File: src/rtl/acumulador_multimodo.sv
// Two-stage pipelined multimode accumulator: stage 1 registers the operand sum and
// operation, stage 2 applies hold/add/subtract/load with wrap or saturate arithmetic.
module acumulador_multimodo #(
    parameter int unsigned NB_DATA = 3,
    parameter int unsigned NB_ACC  = 2 * NB_DATA,
    parameter int unsigned NB_WRAP = 4
) (
    input  logic               i_clk,
    input  logic               i_rst_n,
    input  logic               i_valid,
    input  logic [NB_DATA-1:0] i_data1,
    input  logic [NB_DATA-1:0] i_data2,
    input  logic [1:0]         i_sel,
    input  logic               i_sat,
    input  logic               i_clear,
    output logic [NB_ACC-1:0]  o_data,
    output logic               o_valid,
    output logic               o_overflow,
    output logic               o_underflow,
    output logic [NB_WRAP-1:0] o_wrap_cnt
);

    localparam int unsigned NB_SUM = NB_DATA + 1;
    localparam int unsigned NB_RES = NB_ACC + 1;

    typedef enum logic [1:0] {
        OP_HOLD = 2'd0,
        OP_ADD  = 2'd1,
        OP_SUB  = 2'd2,
        OP_LOAD = 2'd3
    } op_e;

    logic [NB_SUM-1:0]  sum_in;

    logic               s1_valid_q;
    logic [NB_SUM-1:0]  s1_sum_q;
    op_e                s1_op_q;
    logic               s1_sat_q;

    logic [NB_ACC-1:0]  acc_q,   acc_d;
    logic               valid_q, valid_d;
    logic               ovf_q,   ovf_d;
    logic               unf_q,   unf_d;
    logic [NB_WRAP-1:0] wrap_q,  wrap_d;

    logic [NB_ACC-1:0]  sum_ext;
    logic [NB_RES-1:0]  add_res;
    logic [NB_ACC-1:0]  sub_res;
    logic               borrow;
    logic               wrap_evt;

    assign sum_in = NB_SUM'(i_data1) + NB_SUM'(i_data2);

    always_ff @(posedge i_clk or negedge i_rst_n) begin
        if (!i_rst_n) begin
            s1_valid_q <= 1'b0;
            s1_sum_q   <= '0;
            s1_op_q    <= OP_HOLD;
            s1_sat_q   <= 1'b0;
        end else if (i_clear) begin
            s1_valid_q <= 1'b0;
            s1_sum_q   <= '0;
            s1_op_q    <= OP_HOLD;
            s1_sat_q   <= 1'b0;
        end else begin
            s1_valid_q <= i_valid;
            if (i_valid) begin
                s1_sum_q <= sum_in;
                s1_op_q  <= op_e'(i_sel);
                s1_sat_q <= i_sat;
            end
        end
    end

    // The add result carries one extra bit so the overflow test needs no separate carry.
    assign sum_ext = NB_ACC'(s1_sum_q);
    assign add_res = {1'b0, acc_q} + NB_RES'(s1_sum_q);
    assign sub_res = acc_q - sum_ext;
    assign borrow  = (sum_ext > acc_q);

    always_comb begin
        acc_d    = acc_q;
        ovf_d    = ovf_q;
        unf_d    = unf_q;
        wrap_evt = 1'b0;
        valid_d  = s1_valid_q;
        if (s1_valid_q) begin
            case (s1_op_q)
                OP_HOLD: acc_d = acc_q;
                OP_ADD: begin
                    if (add_res[NB_ACC]) begin
                        ovf_d = 1'b1;
                        if (s1_sat_q) begin
                            acc_d = '1;
                        end else begin
                            acc_d    = add_res[NB_ACC-1:0];
                            wrap_evt = 1'b1;
                        end
                    end else begin
                        acc_d = add_res[NB_ACC-1:0];
                    end
                end
                OP_SUB: begin
                    if (borrow) begin
                        unf_d = 1'b1;
                        if (s1_sat_q) begin
                            acc_d = '0;
                        end else begin
                            acc_d    = sub_res;
                            wrap_evt = 1'b1;
                        end
                    end else begin
                        acc_d = sub_res;
                    end
                end
                OP_LOAD: acc_d = sum_ext;
                default: acc_d = acc_q;
            endcase
        end
        wrap_d = wrap_q;
        if (wrap_evt && (wrap_q != '1)) begin
            wrap_d = wrap_q + 1'b1;
        end
    end

    always_ff @(posedge i_clk or negedge i_rst_n) begin
        if (!i_rst_n) begin
            acc_q   <= '0;
            valid_q <= 1'b0;
            ovf_q   <= 1'b0;
            unf_q   <= 1'b0;
            wrap_q  <= '0;
        end else if (i_clear) begin
            acc_q   <= '0;
            valid_q <= 1'b0;
            ovf_q   <= 1'b0;
            unf_q   <= 1'b0;
            wrap_q  <= '0;
        end else begin
            acc_q   <= acc_d;
            valid_q <= valid_d;
            ovf_q   <= ovf_d;
            unf_q   <= unf_d;
            wrap_q  <= wrap_d;
        end
    end

    assign o_data      = acc_q;
    assign o_valid     = valid_q;
    assign o_overflow  = ovf_q;
    assign o_underflow = unf_q;
    assign o_wrap_cnt  = wrap_q;

endmodule
File: config.mk
export PLATFORM = sky130hd
export DESIGN_NAME = acumulador_multimodo
export DESIGN_NICKNAME = d
export VERILOG_FILES = /design/src/rtl/acumulador_multimodo.sv
export SDC_FILE = /design/constraint.sdc
export NUM_CORES = 1
export LEC_CHECK = 0
export CORE_MARGIN = 10
export CORE_UTILIZATION = 54
export CTS_CLUSTER_SIZE = 20
export DETAILED_ROUTE_END_ITERATION = 7
export PLACE_DENSITY_LB_ADDON = 0.08
export SKIP_LAST_GASP = 1
export SYNTH_ARGS = -nofsm -noshare
export SYNTH_HDL_FRONTEND = slang
export SYNTH_SLANG_ARGS = --single-unit
export TNS_END_PERCENT = 50
File: constraint.sdc
create_clock -name i_clk -period 2.65 [get_ports i_clk]
set_clock_uncertainty 0.05 [all_clocks]
set_input_delay 0.6625 -clock i_clk [delete_from_list [all_inputs] [get_ports i_clk]]
set_output_delay 0.6625 -clock i_clk [all_outputs]
set_load 0.01 [all_outputs]
==> results of run 1 <==
## worst max path at each step
stage,endpoint,from,cells past startpoint
global route,o_data[4],o_data[0],8
global placement,o_data[4],o_data[0],8
finish,o_data[4],s1_sum_q[0],8
detailed placement,o_data[4],o_data[1],7
CTS,o_data[4],s1_sum_q[0],8
floorplan,o_data[4],o_data[0],8
## power groups by stage
stage / sequential (W) / clock [W] / combinational [W]
floorplan: 0.000349 / 0 / 0.000125
global placement: 0.000351 / 0 / 0.000175
detailed placement: 0.000353 / 0 / 0.000179
CTS: 0.000347 / 0.000164 / 0.000180
global route: 0.000349 / 0.000183 / 0.000201
finish: 0.000347 / 0.000158 / 0.000180
## Yosys cell counts, types with 2 or more instances
cell / n / area, µm²
dfrtp_1: 21 / 526
nor2_1: 21 / 78.8
inv_1: 17 / 63.8
ha_1: 16 / 200
a21oi_1: 9 / 45.0
mux2i_1: 9 / 90.1
nand2_1: 9 / 33.8
nand2b_1: 5 / 31.3
xnor2_1: 5 / 43.8
a221o_1: 3 / 30.0
buf_6: 3 / 33.8
clkbuf_1: 3 / 11.3
fa_1: 3 / 60.1
nor2b_1: 3 / 18.8
a211oi_1: 2 / 15.0
a211oi_2: 2 / 25.0
a22o_1: 2 / 17.5
a32o_1: 2 / 20.0
nand3_1: 2 / 10.0
nand4_1: 2 / 12.5
o31ai_1: 2 / 15.0
xor2_1: 2 / 17.5
## layout make-up
class	instances	area, µm²
well taps	33	41.3
clock inverters	1	5.00
multi-input cells	125	1010
clock buffers	3	22.5
repair buffers	28	273
inverters	17	63.8
fillers	258	1040
flip-flops and latches	21	526
## flip-flops by register name, summed over array words and instances (netlist names)
signal and flops:
s1_sat_q 1, s1_op_q 2, o_valid 1, o_data 6
s1_sum_q 4, s1_valid_q 1, o_underflow 1, o_overflow 1
o_wrap_cnt 4
## cell families after synthesis
group | count (synthesis) | share of synthesized area
AO/OA/AOI/OAI | 38 | 0.204
AND/OR/NAND/NOR | 51 | 0.152
flip-flops | 21 | 0.318
adder cells (fa/ha/maj) | 19 | 0.158
buffers and inverters | 24 | 0.0705
XOR/XNOR | 7 | 0.0371
multiplexers | 10 | 0.0614
## critical path: stages, from the launching register on
cell and delay, ns:
dfrtp_1 0.41, ha_1 0.20, inv_1 0.06, fa_1 0.42, o21ba_1 0.22, o21bai_1 0.23, mux2_1 0.35, a32oi_1 0.20
o31ai_1 0.11
## per-stage QoR
stage / instances / setup WS, ns / instance area (µm²) / hold WS, ns
2_1_floorplan: 170 / 0.428 / 1650 / 0.317
3_3_place_gp: 224 / 0.387 / 1910 / 0.430
3_5_place_dp: 224 / 0.333 / 1910 / 0.441
4_1_cts: 228 / 0.303 / 1940 / 0.470
5_1_grt: 228 / 0.190 / 1940 / 0.507
6_report: 228 / 0.296 / 1940 / 0.462
## per-layer routing
| layer | wire length, µm | global-route usage | up-vias |
|---|---|---|---|
| met5 | 0 | 0 | - |
| met4 | 34 | 0.0392 | 0 |
| met3 | 198 | 0.0339 | 4 |
| met2 | 1780 | 0.228 | 35 |
| met1 | 1630 | 0.187 | 619 |
| li1 | - | - | 643 |
==> metrics.txt, run 1 <==
# TYPE chip_impl_metric gauge
chip_impl_metric{name="mean_number_of_vias_per_cell",unit=""} 5.71
chip_impl_metric{name="first_iter_violations",unit=""} 118
chip_impl_metric{name="maxSlewViolCount",unit=""} 0
chip_impl_metric{name="tightest_slew",unit="ns"} 0.429
chip_impl_metric{name="async_set_or_reset_flop_fraction_in_the_synthesized_netlist",unit=""} 1.00
chip_impl_metric{name="count_of_final_setup_violators",unit=""} 0
chip_impl_info{name="worst_hold_startpoint",value="o_underflow"} 1
chip_impl_metric{name="timing.fmax",unit="GHz"} 0.425
chip_impl_info{name="whs_endpoint",value="o_underflow"} 1
chip_impl_metric{name="grt_max_degree",unit=""} 22
chip_impl_metric{name="tritoncts_num_sinks",unit=""} 21
chip_impl_metric{name="first_global_vias",unit=""} 1358
chip_impl_metric{name="number_of_instances_in_the_synthesized_netlist",unit=""} 170
chip_impl_metric{name="power_per_cell_area",unit="mW/mm²"} 353
chip_impl_metric{name="dieArea",unit="mm²"} 0.00567
chip_impl_metric{name="globalRoute.totalOverflow",unit=""} 0
chip_impl_metric{name="timing.critical_path.fanout_max",unit=""} 4
chip_impl_metric{name="routedWlPerCell",unit="µm"} 16.0
chip_impl_info{name="cts_tree",value="built"} 1
chip_impl_info{name="ys_dominant_reg_cell",value="dfrtp_1"} 1
chip_impl_metric{name="postSynthAreaPerCell",unit="µm²"} 9.72
chip_impl_metric{name="insertedDiodeCount",unit=""} 0
chip_impl_metric{name="die_width",unit="µm"} 75.3
chip_impl_info{name="path_type_of_the_worst_setup_path",value="flip-flop to flip-flop"} 1
chip_impl_metric{name="ctsHoldBuffers",unit=""} 0
chip_impl_metric{name="cts.htree.levels",unit=""} 1
chip_impl_metric{name="floorplan.rows",unit=""} 20
chip_impl_metric{name="finalCritPeriodShare",unit=""} 0.888
chip_impl_metric{name="switching_share",unit=""} 0.313
chip_impl_metric{name="grt_util_all_layers",unit=""} 0.142
chip_impl_metric{name="final_layout_size_suffix_gt1_frac",unit=""} 0.0974
chip_impl_metric{name="ys_seq_elements",unit=""} 21
chip_impl_info{name="rr_endpoint",value="o_data[4]"} 1
chip_impl_metric{name="timing.final.hold_violations",unit=""} 0
chip_impl_metric{name="ant_nets",unit=""} 0
chip_impl_info{name="critical_path.startpoint_type",value="flip-flop"} 1
chip_impl_metric{name="timing.max_slew.rel_slack",unit=""} 0.713
chip_impl_metric{name="postCtsSetupRepairBufs",unit=""} 0
chip_impl_metric{name="number_of_synthesized_flops_with_an_enable_pin",unit=""} 0
chip_impl_info{name="critPathCaptureType",value="flip-flop"} 1
chip_impl_metric{name="switching_power",unit="W"} 0.000214
chip_impl_info{name="cts-root-buf",value="clkbuf_4"} 1
chip_impl_metric{name="timing.setup.tns",unit="ns"} 0
chip_impl_info{name="layout_commonest_cell",value="clkdlybuf4s50_1"} 1
chip_impl_metric{name="hold-path-cell-count",unit=""} 2
chip_impl_metric{name="internal_power",unit="W"} 0.000470
chip_impl_metric{name="antenna_found_initial",unit=""} 0
chip_impl_metric{name="drc",unit=""} 0
chip_impl_info{name="holdCritPathClass",value="flip-flop to flip-flop"} 1
chip_impl_metric{name="ioPinCount",unit=""} 26
chip_impl_metric{name="floorplan.die.height",unit="µm"} 75.3
chip_impl_metric{name="gp_congestion",unit=""} 0.830
chip_impl_metric{name="layout_min_cycle_time",unit="ns"} 2.35
chip_impl_metric{name="cap_violations",unit=""} 0
chip_impl_metric{name="netlist_cell_types",unit=""} 49
chip_impl_metric{name="fin_total_pwr",unit="W"} 0.000684
chip_impl_metric{name="layout-area-overhead-vs-synth",unit="%"} 17.5
chip_impl_metric{name="cts_max_path_buffers",unit=""} 2
chip_impl_metric{name="cts.reportedPaths.clkPinSlew",unit="ns"} 0.12
chip_impl_metric{name="irDropWorstVdd",unit="mV"} 0.301
chip_impl_metric{name="detail_route.wirelength",unit="µm"} 3640
chip_impl_metric{name="post-route-util",unit=""} 0.652
chip_impl_metric{name="synth_seq_area_share",unit=""} 0.318
chip_impl_metric{name="combPwrFrac",unit=""} 0.263
chip_impl_metric{name="worstPathRequired",unit="ns"} 2.80
chip_impl_metric{name="core-area",unit="mm²"} 0.00298
chip_impl_metric{name="place.detailed.hpwl",unit="µm"} 2870
chip_impl_metric{name="power.static_leakage",unit="nW"} 0.871
chip_impl_metric{name="flop_to_flop_setup_slack",unit="ns"} 0.30
chip_impl_info{name="run_status",value="completed"} 1
chip_impl_metric{name="numCtsBuffers",unit=""} 3
chip_impl_metric{name="initial_core_util",unit=""} 0.555
chip_impl_metric{name="post_synth_instance_area",unit="mm²"} 0.00165
chip_impl_info{name="grt_setup_unrepaired",value="false"} 1
chip_impl_metric{name="seq_power_share",unit=""} 0.507
chip_impl_metric{name="synth.yosys.warnings",unit=""} 0
chip_impl_metric{name="crit_arrival",unit="ns"} 2.50
chip_impl_metric{name="clockPowerShare",unit=""} 0.230
chip_impl_metric{name="grt_pass1_wl",unit="µm"} 6310
chip_impl_info{name="worst_r2r_startpoint",value="s1_sum_q[0]"} 1
chip_impl_metric{name="worst_reg2reg_path_depth",unit=""} 8
chip_impl_metric{name="place.port_buffers",unit=""} 25
chip_impl_metric{name="synth_fp_nets",unit=""} 202
chip_impl_metric{name="clk_latency",unit="ns"} 0.31
chip_impl_info{name="most-common-layout-cells",value="25 x clkdlybuf4s50_1, 21 x nor2_1, 21 x dfrtp_1"} 1
chip_impl_metric{name="post_cts_resized",unit=""} 0
chip_impl_metric{name="vias",unit=""} 1301
chip_impl_metric{name="number_of_detailed_route_iterations_in_the_first_pass",unit=""} 4
chip_impl_metric{name="final_nets",unit=""} 228
Note: power is estimated with default switching activity, not from simulation.
==> run 2: changes to the inputs <==
- CORE_MARGIN: 10 -> 4
- SKIP_CTS_REPAIR_TIMING: not set -> 1
==> metrics.txt, run 2 (synthesis gave the netlist of run 1 again) <==
# TYPE chip_impl_metric gauge
chip_impl_info{name="critical_path.startpoint_type",value="flip-flop"} 1
chip_impl_info{name="crit_path_cell_trace",value="ha_1 > inv_1 > fa_1 > o21ba_1 > o21bai_1 > mux2_1 > a32oi_1 > o31ai_1"} 1
chip_impl_metric{name="fillCellCount",unit=""} 238
chip_impl_info{name="critPathCaptureType",value="flip-flop"} 1
chip_impl_info{name="layout_commonest_cell",value="clkdlybuf4s50_1"} 1
chip_impl_info{name="worst_r2r_startpoint",value="s1_sum_q[0]"} 1
chip_impl_metric{name="register_area",unit="µm²"} 526
chip_impl_info{name="slowest_stage",value="dfrtp_1"} 1
chip_impl_metric{name="clk_latency",unit="ns"} 0.31
chip_impl_metric{name="cpPeakStageDelay",unit="ns"} 0.42
chip_impl_metric{name="drc",unit=""} 0
chip_impl_metric{name="vias",unit=""} 1327
chip_impl_info{name="grt_setup_unrepaired",value="false"} 1
chip_impl_metric{name="layout-area-overhead-vs-synth",unit="%"} 17.3
chip_impl_metric{name="cp_num_buf_inv",unit=""} 1
chip_impl_metric{name="irDropWorstVdd",unit="mV"} 0.224
chip_impl_metric{name="die_width",unit="µm"} 63.3
chip_impl_metric{name="floorplan.rows",unit=""} 19
chip_impl_info{name="most-common-layout-cells",value="25 x clkdlybuf4s50_1, 21 x nor2_1, 21 x dfrtp_1"} 1
chip_impl_metric{name="largest_register_ffs",unit=""} 6
chip_impl_metric{name="routedWlPerCell",unit="µm"} 15.7
chip_impl_metric{name="number_of_detailed_route_iterations_in_the_first_pass",unit=""} 4
chip_impl_metric{name="worstPathRequired",unit="ns"} 2.81
chip_impl_info{name="holdCritPathClass",value="flip-flop to flip-flop"} 1
chip_impl_metric{name="dieArea",unit="mm²"} 0.00401
chip_impl_metric{name="area_occupied_by_multi_input_gates",unit="mm²"} 0.00101
chip_impl_metric{name="grt_util_all_layers",unit=""} 0.190
chip_impl_metric{name="place.port_buffers",unit=""} 25
chip_impl_metric{name="core-area",unit="mm²"} 0.00283
chip_impl_info{name="cts-root-buf",value="clkbuf_4"} 1
chip_impl_metric{name="insertedDiodeCount",unit=""} 0
chip_impl_metric{name="ant_nets",unit=""} 0
chip_impl_info{name="crit_family",value="compound AO/OA/AOI/OAI gates"} 1
chip_impl_metric{name="timing.setup.tns",unit="ns"} 0
chip_impl_info{name="worst_hold_startpoint",value="o_underflow"} 1
chip_impl_metric{name="finalCritPeriodShare",unit=""} 0.890
chip_impl_metric{name="detail_route.wirelength",unit="µm"} 3540
chip_impl_info{name="cts_tree",value="built"} 1
chip_impl_metric{name="crit_arrival",unit="ns"} 2.51
chip_impl_metric{name="cts.reportedPaths.clkPinSlew",unit="ns"} 0.12
chip_impl_metric{name="layout_min_cycle_time",unit="ns"} 2.36
chip_impl_metric{name="cts.htree.levels",unit=""} 1
chip_impl_metric{name="grt_max_degree",unit=""} 22
chip_impl_metric{name="count_of_final_setup_violators",unit=""} 0
chip_impl_info{name="run_status",value="completed"} 1
chip_impl_metric{name="timing.final.hold_violations",unit=""} 0
chip_impl_metric{name="timing.fmax",unit="GHz"} 0.424
chip_impl_metric{name="power.static_leakage",unit="nW"} 0.871
chip_impl_metric{name="place.detailed.hpwl",unit="µm"} 2770
chip_impl_info{name="worstSetupStartpoint",value="s1_sum_q[0]"} 1
chip_impl_metric{name="cts_max_path_buffers",unit=""} 2
chip_impl_metric{name="antenna_found_initial",unit=""} 0
chip_impl_metric{name="power_per_cell_area",unit="mW/mm²"} 353
chip_impl_info{name="path_type_of_the_worst_setup_path",value="flip-flop to flip-flop"} 1
chip_impl_metric{name="first_global_vias",unit=""} 1338
chip_impl_metric{name="tritoncts_num_sinks",unit=""} 21
chip_impl_metric{name="worst_hold_slack_after_final_layout",unit="ns"} 0.467
chip_impl_metric{name="numCtsBuffers",unit=""} 3
chip_impl_metric{name="ioPinCount",unit=""} 26
chip_impl_metric{name="globalRoute.totalOverflow",unit=""} 0
chip_impl_metric{name="timing.max_slew.rel_slack",unit=""} 0.708
chip_impl_metric{name="mean_number_of_vias_per_cell",unit=""} 5.87
chip_impl_metric{name="final_nets",unit=""} 228
chip_impl_metric{name="gp_congestion",unit=""} 0.884
chip_impl_metric{name="timing.critical_path.fanout_max",unit=""} 4
chip_impl_metric{name="maxSlewViolCount",unit=""} 0
chip_impl_metric{name="initial_core_util",unit=""} 0.584
chip_impl_metric{name="cap_violations",unit=""} 0
chip_impl_metric{name="tightest_slew",unit="ns"} 0.436
chip_impl_metric{name="floorplan.die.height",unit="µm"} 63.3
chip_impl_metric{name="grt_pass1_wl",unit="µm"} 5990
chip_impl_metric{name="first_iter_violations",unit=""} 79
chip_impl_metric{name="final_layout_size_suffix_gt1_frac",unit=""} 0.0974
run 2: cell counts in the layout (fill, tap and decap cells not counted):
Identical to the previous run, type by type.
run 2: worst register-to-register path, stage by stage (launching register included):
cell,delay (ns)
dfrtp_1,0.42
ha_1,0.20
inv_1,0.06
fa_1,0.41
o21ba_1,0.22
o21bai_1,0.24
mux2_1,0.36
a32oi_1,0.21
o31ai_1,0.09
run 2: area by class of cell:
type	count	area share
Timing Repair Buffer	28	0.141
Sequential cell	21	0.271
Tap cell	31	0.0200
Clock buffer	3	0.0116
Clock inverter	1	0.00258
Multi-Input combinational cell	125	0.521
Inverter	17	0.0329
run 2: power by group:
group / total [W] / switching (W) / leakage [nW] / internal, W
Sequential: 0.000346 / 0.0000149 / 0.286 / 0.000331
Clock: 0.000157 / 0.000101 / 0.0177 / 0.0000565
Combinational: 0.000180 / 0.0000975 / 0.568 / 0.0000824
Total: 0.000683 / 0.000213 / 0.871 / 0.000470
run 2: final timing paths:
check	end	slack, ns	cells past startpoint
max	o_data[4]	0.29	8
min	o_underflow	0.47	2
max reg2reg	o_data[4]	0.29	8
min reg2reg	o_underflow	0.47	2
max in group asynchronous	o_data[2]	1.70	2
min in group asynchronous	s1_op_q[1]	0.63	2
run 2: stage by stage:
| step | power, W | utilization | cell area, µm² | setup slack [ns] | std cells |
|---|---|---|---|---|---|
| floorplan | 0.000474 | - | 1650 | 0.428 | 170 |
| global placement | 0.000526 | 0.675 | 1910 | 0.389 | 222 |
| detailed placement | 0.000531 | 0.675 | 1910 | 0.362 | 222 |
| CTS | 0.000693 | 0.685 | 1940 | 0.325 | 226 |
| global route | 0.000725 | 0.685 | 1940 | 0.148 | 226 |
| finish | 0.000683 | 0.685 | 1940 | 0.291 | 226 |
run 2: routing by layer:
metal	wire length, µm	GRT usage	vias up
li1	-	-	645
met1	1660	0.241	650
met2	1670	0.320	27
met3	150	0.0320	5
met4	63	0.0809	0
met5	0	0	-
==> run 3: changes to the inputs <==
- ABC_CLOCK_PERIOD_IN_PS: not set -> 2650
- CORE_MARGIN: 4 -> 2
==> metrics.txt, run 3 (synthesis gave the netlist of run 1 again) <==
# TYPE chip_impl_metric gauge
chip_impl_metric{name="cap_violations",unit=""} 0
chip_impl_info{name="slowest_stage",value="fa_1"} 1
chip_impl_metric{name="ioPinCount",unit=""} 26
chip_impl_metric{name="numCtsBuffers",unit=""} 3
chip_impl_metric{name="antenna_found_initial",unit=""} 0
chip_impl_info{name="grt_setup_unrepaired",value="false"} 1
chip_impl_info{name="critPathCaptureType",value="flip-flop"} 1
chip_impl_metric{name="detail_route.wirelength",unit="µm"} 3520
chip_impl_metric{name="clk_latency",unit="ns"} 0.30
chip_impl_metric{name="layout-area-overhead-vs-synth",unit="%"} 17.5
chip_impl_metric{name="timing.critical_path.fanout_max",unit=""} 4
chip_impl_metric{name="cts.htree.levels",unit=""} 1
chip_impl_metric{name="timing.setup.tns",unit="ns"} 0
chip_impl_metric{name="insertedDiodeCount",unit=""} 0
chip_impl_metric{name="worst_hold_slack_after_final_layout",unit="ns"} 0.460
chip_impl_info{name="rr_endpoint",value="o_data[4]"} 1
chip_impl_metric{name="floorplan.rows",unit=""} 20
chip_impl_metric{name="tightest_slew",unit="ns"} 0.423
chip_impl_info{name="crit_path_cell_trace",value="ha_1 > inv_1 > fa_1 > o21ba_1 > o21bai_1 > mux2_1 > a32oi_1 > o31ai_1"} 1
chip_impl_metric{name="largest_register_ffs",unit=""} 6
chip_impl_metric{name="place.detailed.hpwl",unit="µm"} 2710
chip_impl_metric{name="post_route_m1_wl",unit="µm"} 1620
chip_impl_metric{name="ant_nets",unit=""} 0
chip_impl_metric{name="mean_number_of_vias_per_cell",unit=""} 5.82
chip_impl_metric{name="place.port_buffers",unit=""} 25
chip_impl_metric{name="count_of_final_setup_violators",unit=""} 0
chip_impl_metric{name="grt_util_all_layers",unit=""} 0.227
chip_impl_metric{name="worst_reg2reg_path_depth",unit=""} 8
chip_impl_info{name="run_status",value="completed"} 1
chip_impl_metric{name="post-route-util",unit=""} 0.652
chip_impl_info{name="most-common-layout-cells",value="25 x clkdlybuf4s50_1, 21 x nor2_1, 21 x dfrtp_1"} 1
chip_impl_metric{name="vias",unit=""} 1327
chip_impl_metric{name="switching_share",unit=""} 0.310
chip_impl_metric{name="finalCritPeriodShare",unit=""} 0.918
chip_impl_metric{name="timing.fmax",unit="GHz"} 0.411
chip_impl_metric{name="drc",unit=""} 0
chip_impl_metric{name="crit_arrival",unit="ns"} 2.57
chip_impl_metric{name="irDropWorstVdd",unit="mV"} 0.223
chip_impl_metric{name="grt_max_degree",unit=""} 22
chip_impl_metric{name="globalRoute.totalOverflow",unit=""} 0
chip_impl_metric{name="clockPowerShare",unit=""} 0.226
chip_impl_metric{name="cp_num_buf_inv",unit=""} 1
chip_impl_metric{name="power_per_cell_area",unit="mW/mm²"} 351
chip_impl_info{name="worst_hold_startpoint",value="o_underflow"} 1
chip_impl_info{name="uppermost_layer_routed",value="met4"} 1
chip_impl_info{name="whs_endpoint",value="o_underflow"} 1
chip_impl_metric{name="maxSlewViolCount",unit=""} 0
chip_impl_metric{name="dieArea",unit="mm²"} 0.00352
chip_impl_info{name="path_type_of_the_worst_setup_path",value="flip-flop to flip-flop"} 1
chip_impl_metric{name="gp_congestion",unit=""} 0.816
chip_impl_metric{name="combPwrFrac",unit=""} 0.265
chip_impl_metric{name="number_of_detailed_route_iterations_in_the_first_pass",unit=""} 4
chip_impl_metric{name="grt_pass1_wl",unit="µm"} 6030
chip_impl_metric{name="switching_power",unit="W"} 0.000211
chip_impl_info{name="cts_tree",value="built"} 1
chip_impl_metric{name="route.met2.wl",unit="µm"} 1720
chip_impl_metric{name="routedWlPerCell",unit="µm"} 15.4
chip_impl_metric{name="finish.instance_area",unit="mm²"} 0.00194
chip_impl_metric{name="layout_min_cycle_time",unit="ns"} 2.43
chip_impl_metric{name="hold-path-cell-count",unit=""} 2
chip_impl_metric{name="power.static_leakage",unit="nW"} 0.871
chip_impl_metric{name="tritoncts_num_sinks",unit=""} 21
chip_impl_metric{name="wl_met3",unit="µm"} 152
chip_impl_metric{name="internal_power",unit="W"} 0.000470
chip_impl_metric{name="first_global_vias",unit=""} 1323
chip_impl_metric{name="timing.final.hold_violations",unit=""} 0
chip_impl_metric{name="core-area",unit="mm²"} 0.00298
chip_impl_metric{name="seq_power_share",unit=""} 0.509
chip_impl_metric{name="first_iter_violations",unit=""} 58
chip_impl_info{name="cts-root-buf",value="clkbuf_4"} 1
chip_impl_metric{name="cpPeakStageDelay",unit="ns"} 0.43
chip_impl_metric{name="die_width",unit="µm"} 59.3
chip_impl_info{name="layout_commonest_cell",value="clkdlybuf4s50_1"} 1
chip_impl_metric{name="cts_max_path_buffers",unit=""} 2
chip_impl_metric{name="initial_core_util",unit=""} 0.555
chip_impl_metric{name="floorplan.die.height",unit="µm"} 59.3
chip_impl_metric{name="placed_area",unit="mm²"} 0.00191
chip_impl_info{name="crit_family",value="compound AO/OA/AOI/OAI gates"} 1
chip_impl_metric{name="timing.max_slew.rel_slack",unit=""} 0.717
chip_impl_metric{name="final_nets",unit=""} 228
chip_impl_info{name="critical_path.startpoint_type",value="flip-flop"} 1
chip_impl_metric{name="final_layout_size_suffix_gt1_frac",unit=""} 0.0974
chip_impl_metric{name="worstPathRequired",unit="ns"} 2.79
chip_impl_metric{name="flop_to_flop_setup_slack",unit="ns"} 0.22
chip_impl_info{name="worst_r2r_startpoint",value="o_data[0]"} 1
chip_impl_metric{name="cts.reportedPaths.clkPinSlew",unit="ns"} 0.12
chip_impl_metric{name="fin_total_pwr",unit="W"} 0.000682
chip_impl_info{name="holdCritPathClass",value="flip-flop to flip-flop"} 1
==> run 3: cell counts in the layout (fill, tap and decap cells not counted) <==
No cell type changed its count.
==> run 3: layout make-up <==
type,instances,area (µm²)
well taps,33,41.3
fillers,249,1040
flip-flops and latches,21,526
clock inverters,1,5.00
inverters,17,63.8
clock buffers,3,22.5
multi-input cells,125,1010
repair buffers,28,273
==> run 3: metal layers <==
layer,vias up,track usage
met4,0,0.0812
li1,642,-
met3,2,0.0284
met1,650,0.314
met2,33,0.364
met5,-,0
==> run 3: worst max-delay path by stage <==
stage                   start        end  slack [ns]  depth (start not counted)
finish              o_data[0]  o_data[4]        0.22                          8
global route        o_data[0]  o_data[4]        0.12                          8
CTS                 o_data[0]  o_data[4]        0.29                          8
detailed placement  o_data[0]  o_data[4]        0.33                          8
global placement    o_data[0]  o_data[4]        0.39                          8
floorplan           o_data[0]  o_data[4]        0.43                          8
==> run 3: power groups by stage <==
stage | clock [W] | sequential [W] | combinational [W]
after floorplan | 0 | 0.000349 | 0.000125
after global placement | 0 | 0.000351 | 0.000175
after detailed placement | 0 | 0.000353 | 0.000179
after CTS | 0.000163 | 0.000346 | 0.000181
after global routing | 0.000173 | 0.000349 | 0.000202
final | 0.000154 | 0.000347 | 0.000181
==> run 3: worst reg2reg max path: stages, from the launching register on <==
cell      delay, ns
dfrtp_1        0.41
ha_1           0.20
inv_1          0.06
fa_1           0.43
o21ba_1        0.22
o21bai_1       0.24
mux2_1         0.36
a32oi_1        0.24
o31ai_1        0.11
==> run 3: through the flow <==
stage | setup slack [ns] | instances
after floorplan | 0.428 | 170
after global placement | 0.388 | 224
after detailed placement | 0.326 | 224
after CTS | 0.287 | 228
after global routing | 0.117 | 228
final | 0.218 | 228
==> edit 1: new RTL, flow settings as in run 1 <==
Register the inputs `i_valid`, `i_data1`, `i_data2`, `i_sel`, `i_sat` and `i_clear` before use. The logic sees them one clock later.
--- a/src/rtl/acumulador_multimodo.sv
+++ b/src/rtl/acumulador_multimodo.sv
@@ -32,2 +32,18 @@
 
+    logic i_valid_q;
+    logic [NB_DATA-1:0] i_data1_q;
+    logic [NB_DATA-1:0] i_data2_q;
+    logic [1:0] i_sel_q;
+    logic i_sat_q;
+    logic i_clear_q;
+
+    always_ff @(posedge i_clk) begin
+        i_valid_q <= i_valid;
+        i_data1_q <= i_data1;
+        i_data2_q <= i_data2;
+        i_sel_q   <= i_sel;
+        i_sat_q   <= i_sat;
+        i_clear_q <= i_clear;
+    end
+
     logic [NB_SUM-1:0]  sum_in;
@@ -51,3 +67,3 @@
 
-    assign sum_in = NB_SUM'(i_data1) + NB_SUM'(i_data2);
+    assign sum_in = NB_SUM'(i_data1_q) + NB_SUM'(i_data2_q);
 
@@ -59,3 +75,3 @@
             s1_sat_q   <= 1'b0;
-        end else if (i_clear) begin
+        end else if (i_clear_q) begin
             s1_valid_q <= 1'b0;
@@ -65,7 +81,7 @@
         end else begin
-            s1_valid_q <= i_valid;
-            if (i_valid) begin
+            s1_valid_q <= i_valid_q;
+            if (i_valid_q) begin
                 s1_sum_q <= sum_in;
-                s1_op_q  <= op_e'(i_sel);
-                s1_sat_q <= i_sat;
+                s1_op_q  <= op_e'(i_sel_q);
+                s1_sat_q <= i_sat_q;
             end
@@ -132,3 +148,3 @@
             wrap_q  <= '0;
-        end else if (i_clear) begin
+        end else if (i_clear_q) begin
             acc_q   <= '0;
Formal check against the unedited RTL: not equivalent (Yosys sat finds a counterexample within 4 cycles, from zero or initial values and one cycle with i_rst_n low).
==> edit 1 against run 1 <==
- sequential cell count up 11
- area after synthesis rose by 11%
- final area increased by 14%
- first-iteration DRC count shrank 45%
- global-route usage decreased by 0.47 points
- worst setup slack got worse by 0.022 ns
- routed wire length increased by 8.8%
- total power is 52% higher
- largest cell class unchanged
- largest power group unchanged
==> edit 1: results (changes against run 1) <==
- Unique masters post-synth: 51 (+4.1%)
- Clk pin slew, worst setup/hold paths: 0.12 ns (about the same)
- GRT Overall Usage: 13.8% (-0.47 points)
- Nets@finish: 245 (+7.5%)
- Max reg flops: 6 (unchanged)
- Slew headroom: 67.5% (-3.8 points)
- Post-synth top cells: 21 x dfrtp_1, 18 x nor2_1, 16 x ha_1
- Vias/cell: 5.49 (-3.8%)
- Pre-Repair DR Iteration Count: 4 (unchanged)
- Number of buffers created by CTS: 5 (+2)
- Synth Warn #: 0 (unchanged)
- H-tree lvl count: 2 (+1)
- Reg2Reg Depth: 9 (+1)
- Static Leakage: 0.978 nW (+12%)
- Seq/Total Area, Yosys: 40.5% (+8.7 points)
- Class of the worst hold path: reg -> reg
- Hold Path Depth: 2 (unchanged)
- Drt total wl: 3960 um (+8.8%)
- 1st-iter DRT viols: 65 (-45%)
- Syn nets: 216 (+6.9%)
- Clock latency on the worst-skew pair: 0.34 ns (+0.03 ns)
- VDD IR max: 0.393 mV (+30%)
- Final GP Congestion: 0.860 (+3.6%)
- CP max FO: 6 (+2)
- Area contributors post-synth: dfrtp_1 29%, dfxtp_1 12%, ha_1 11%, nor2_1 3.7%, a21oi_1 3.5%
- Post-CTS setup buffers: 0 (unchanged)
- N_diodes: 0 (unchanged)
- Clock root cell: clkbuf_4
- Ys async rst share: 65.6% (-34 points)
- Port buffer count: 25 (unchanged)
- Detailed placer's ending HPWL: 3080 um (+7.4%)
- Synth Instances: 184 (+8.2%)
- Antenna violations before repair: 0 (unchanged)
- Post-CTS Resized: 0 (unchanged)
- Number of global-route vias before repair: 1493 (+9.9%)
- Main synth FF type: dfrtp_1
- Largest net degree at the start of global routing: 24 (+9.1%)
- Share of cells above drive strength 1: 8.88% (-0.87 points)
- Fin cells: 260 (+14%)
- Clk buf depth: 2 (unchanged)
- Outcome: complete, no violations
- Critical Path AT: 2.55 ns (+0.05 ns)
- Global-route wire length before repair: 6980 um (+11%)
- Fillers: 266 (+3.1%)
-- edit 1: cell count changes in the layout (fill, tap and decap cells not counted), moves of 3 or more --
cell / run 1 / this run
a21oi_1: 9 / 13
o21ai_1: 0 / 3
mux2_2: 0 / 3
a31oi_1: 1 / 4
inv_1: 17 / 14
nor2_1: 21 / 18
mux2i_1: 9 / 6
nor2b_1: 3 / 7
nand2_1: 9 / 6
dfxtp_1: 0 / 11
or3_1: 0 / 3
-- edit 1: cells by family after synthesis --
| family | after synthesis | share of synthesized area, % |
|---|---|---|
| buffers and inverters | 20 | 4.49 |
| adder cells (fa/ha/maj) | 19 | 14.1 |
| multiplexers | 10 | 5.91 |
| AND/OR/NAND/NOR | 53 | 15.2 |
| AO/OA/AOI/OAI | 45 | 17.3 |
| flip-flops | 32 | 40.5 |
| XOR/XNOR | 5 | 2.38 |
-- edit 1: worst paths after layout --
| kind | slack [ns] | to | from |
|---|---|---|---|
| max in group asynchronous | 1.70 | s1_op_q[1] | i_rst_n |
| min in group asynchronous | 0.60 | o_data[3] | i_rst_n |
| setup reg to reg | 0.27 | o_wrap_cnt[0] | o_data[0] |
| hold reg to reg | 0.44 | s1_sat_q | i_sat_q |
| setup / recovery | 0.27 | o_wrap_cnt[0] | o_data[0] |
| hold / removal | 0.44 | s1_sat_q | i_sat_q |
-- edit 1: per-layer routing --
metal  GRT usage, %  wire [um]
met5              0          0
met4           5.38         72
met3           3.42        175
met2           22.8       1930
met1           16.8       1790
-- edit 1: power breakdown --
group	leakage [nW]	total, mW	internal [mW]	switching, mW
registers	0.379	0.526	0.506	0.0205
logic	0.560	0.177	0.0856	0.0917
clock network	0.0394	0.338	0.159	0.179
total	0.978	1.04	0.750	0.292
-- edit 1: through the flow --
stage               worst slack, ns  utilization [%]  hold WS [ns]  cell area [um2]
finish                        0.274             66.8         0.444             2210
global route                  0.121             66.8         0.490             2210
CTS                           0.270             66.8         0.448             2210
detailed placement            0.295             64.6         0.423             2140
global placement              0.357             64.6         0.408             2140
floorplan                     0.377                -         0.317             1840
-- edit 1: layout make-up --
class                   count  area [um2]  share of cell area, %
clock buffers               6        62.6                   2.83
clock inverters             2        12.5                  0.566
inverters                  15        56.3                   2.55
multi-input cells         132        1010                   45.8
flip-flops and latches     32         746                   33.7
well taps                  46        57.6                   2.60
repair buffers             27         265                   12.0
-- edit 1: critical path: stages (launching register included) --
cell and delay [ns]:
dfrtp_1 0.41, inv_1 0.08, ha_1 0.14, inv_1 0.05
fa_1 0.40, a21o_1 0.24, a21boi_4 0.23, a32oi_2 0.12
nor2b_2 0.21, mux2_4 0.31
==> edit 2: new RTL, flow settings as in run 1 <==
Made on the original files. The parameter `NB_DATA` goes from 3 to 6.
--- a/src/rtl/acumulador_multimodo.sv
+++ b/src/rtl/acumulador_multimodo.sv
@@ -3,3 +3,3 @@
 module acumulador_multimodo #(
-    parameter int unsigned NB_DATA = 3,
+    parameter int unsigned NB_DATA = 6,
     parameter int unsigned NB_ACC  = 2 * NB_DATA,
Ports: changed (resized i_data1, i_data2 and o_data); port bits go from 26 to 38. The function was not compared with the original's and may differ.
==> edit 2 against run 1 <==
- the run now ends with setup timing left
- maximum frequency fell by 13%
- combinational power up 150%
- cell count up 77%
- area after synthesis is 56% higher
- highest routed layer unchanged
- worst setup slack got worse by 0.35 ns
- global-route usage is 3.2 points higher
- clock power increased to 2.6 times the old value
- final area grew 71%
- sequential cell count grew 9
- total power is 97% higher
- routed wire length is 85% higher
- hold slack better by 0.0034 ns
==> edit 2: results (changes against run 1) <==
- Nets@finish: 396 (+74%)
- Post-synthesis adder-cell area fraction: 14.5% (-1.3 points)
- Worst hold margin: 0.465 ns (+0.00339 ns)
- Global-route wire length before repair: 10900 um (+72%)
- GRT Overall Usage: 17.4% (+3.2 points)
- Post-synth top cells: 30 x dfrtp_1, 30 x nor2_1, 26 x a21oi_1
- Share of cells above drive strength 1: 17.7% (+8.0 points)
- Final setup fails: 2 (+2)
- Static Leakage: 1.53 nW (+76%)
- Outcome: finished, violations left
- 1st-iter DRT viols: 247 (+110%)
- Unique masters post-synth: 51 (+4.1%)
- Clock root cell: clkbuf_8
- Mux share of post-synthesis cell area: 3.11% (-3.0 points)
- Violated checks: setup timing
- Drt total wl: 6750 um (+85%)
- Max reg flops: 12 (+6)
- Port buffer count: 37 (+48%)
- Met2 usage: 26.7% (+4.0 points)
- Critical Path AT: 2.85 ns (+0.35 ns)
- Met2 wire len: 3130 um (+76%)
- Largest net degree at the start of global routing: 31 (+41%)
- M1 WL: 3050 um (+88%)
- Post-route setup slack: -0.0575 ns (-0.353 ns)
- Area contributors post-synth: dfrtp_1 29%, ha_1 12%, xnor2_1 6.1%, a21oi_1 5.1%, nor2_1 4.4%
- Syn nets: 342 (+69%)
- Pwr dens: 408 nW/um2 (+16%)
- Detailed placer's ending HPWL: 4840 um (+69%)
- Reg-to-reg startpoint: o_data[0]
- Final core utilization: 71.1% (+5.9 points)
- Metal3 WL: 477 um (+140%)
- Grt met3 use: 4.01% (+0.63 points)
- Synth Area in XOR/XNOR: 6.81% (+3.1 points)
- Synth Area in Compound Gates: 24.4% (+4.0 points)
==> edit 2: cell count changes in the layout (fill, tap and decap cells not counted), moves of 8 or more <==
cell             before  now
dfrtp_1              21   29
a21oi_1               9   25
buf_4                 3   27
clkdlybuf4s50_1      25   37
nor2_1               21   29
xnor2_1               5   18
==> edit 2: power by group through the flow <==
stage               Combinational [mW]  Sequential, mW  Clock, mW
finish                           0.442           0.499      0.410
detailed placement               0.399           0.506          0
CTS                              0.403           0.497      0.413
floorplan                        0.273           0.503          0
global route                     0.490           0.502      0.431
global placement                 0.393           0.505          0
==> edit 2: area by class of cell <==
| class | count | area share [%] |
|---|---|---|
| clock buffers | 6 | 2.49 |
| clock inverters | 2 | 0.378 |
| inverters | 21 | 2.38 |
| multi-input cells | 226 | 52.4 |
| flip-flops and latches | 30 | 22.7 |
| well taps | 54 | 2.04 |
| repair buffers | 65 | 17.6 |
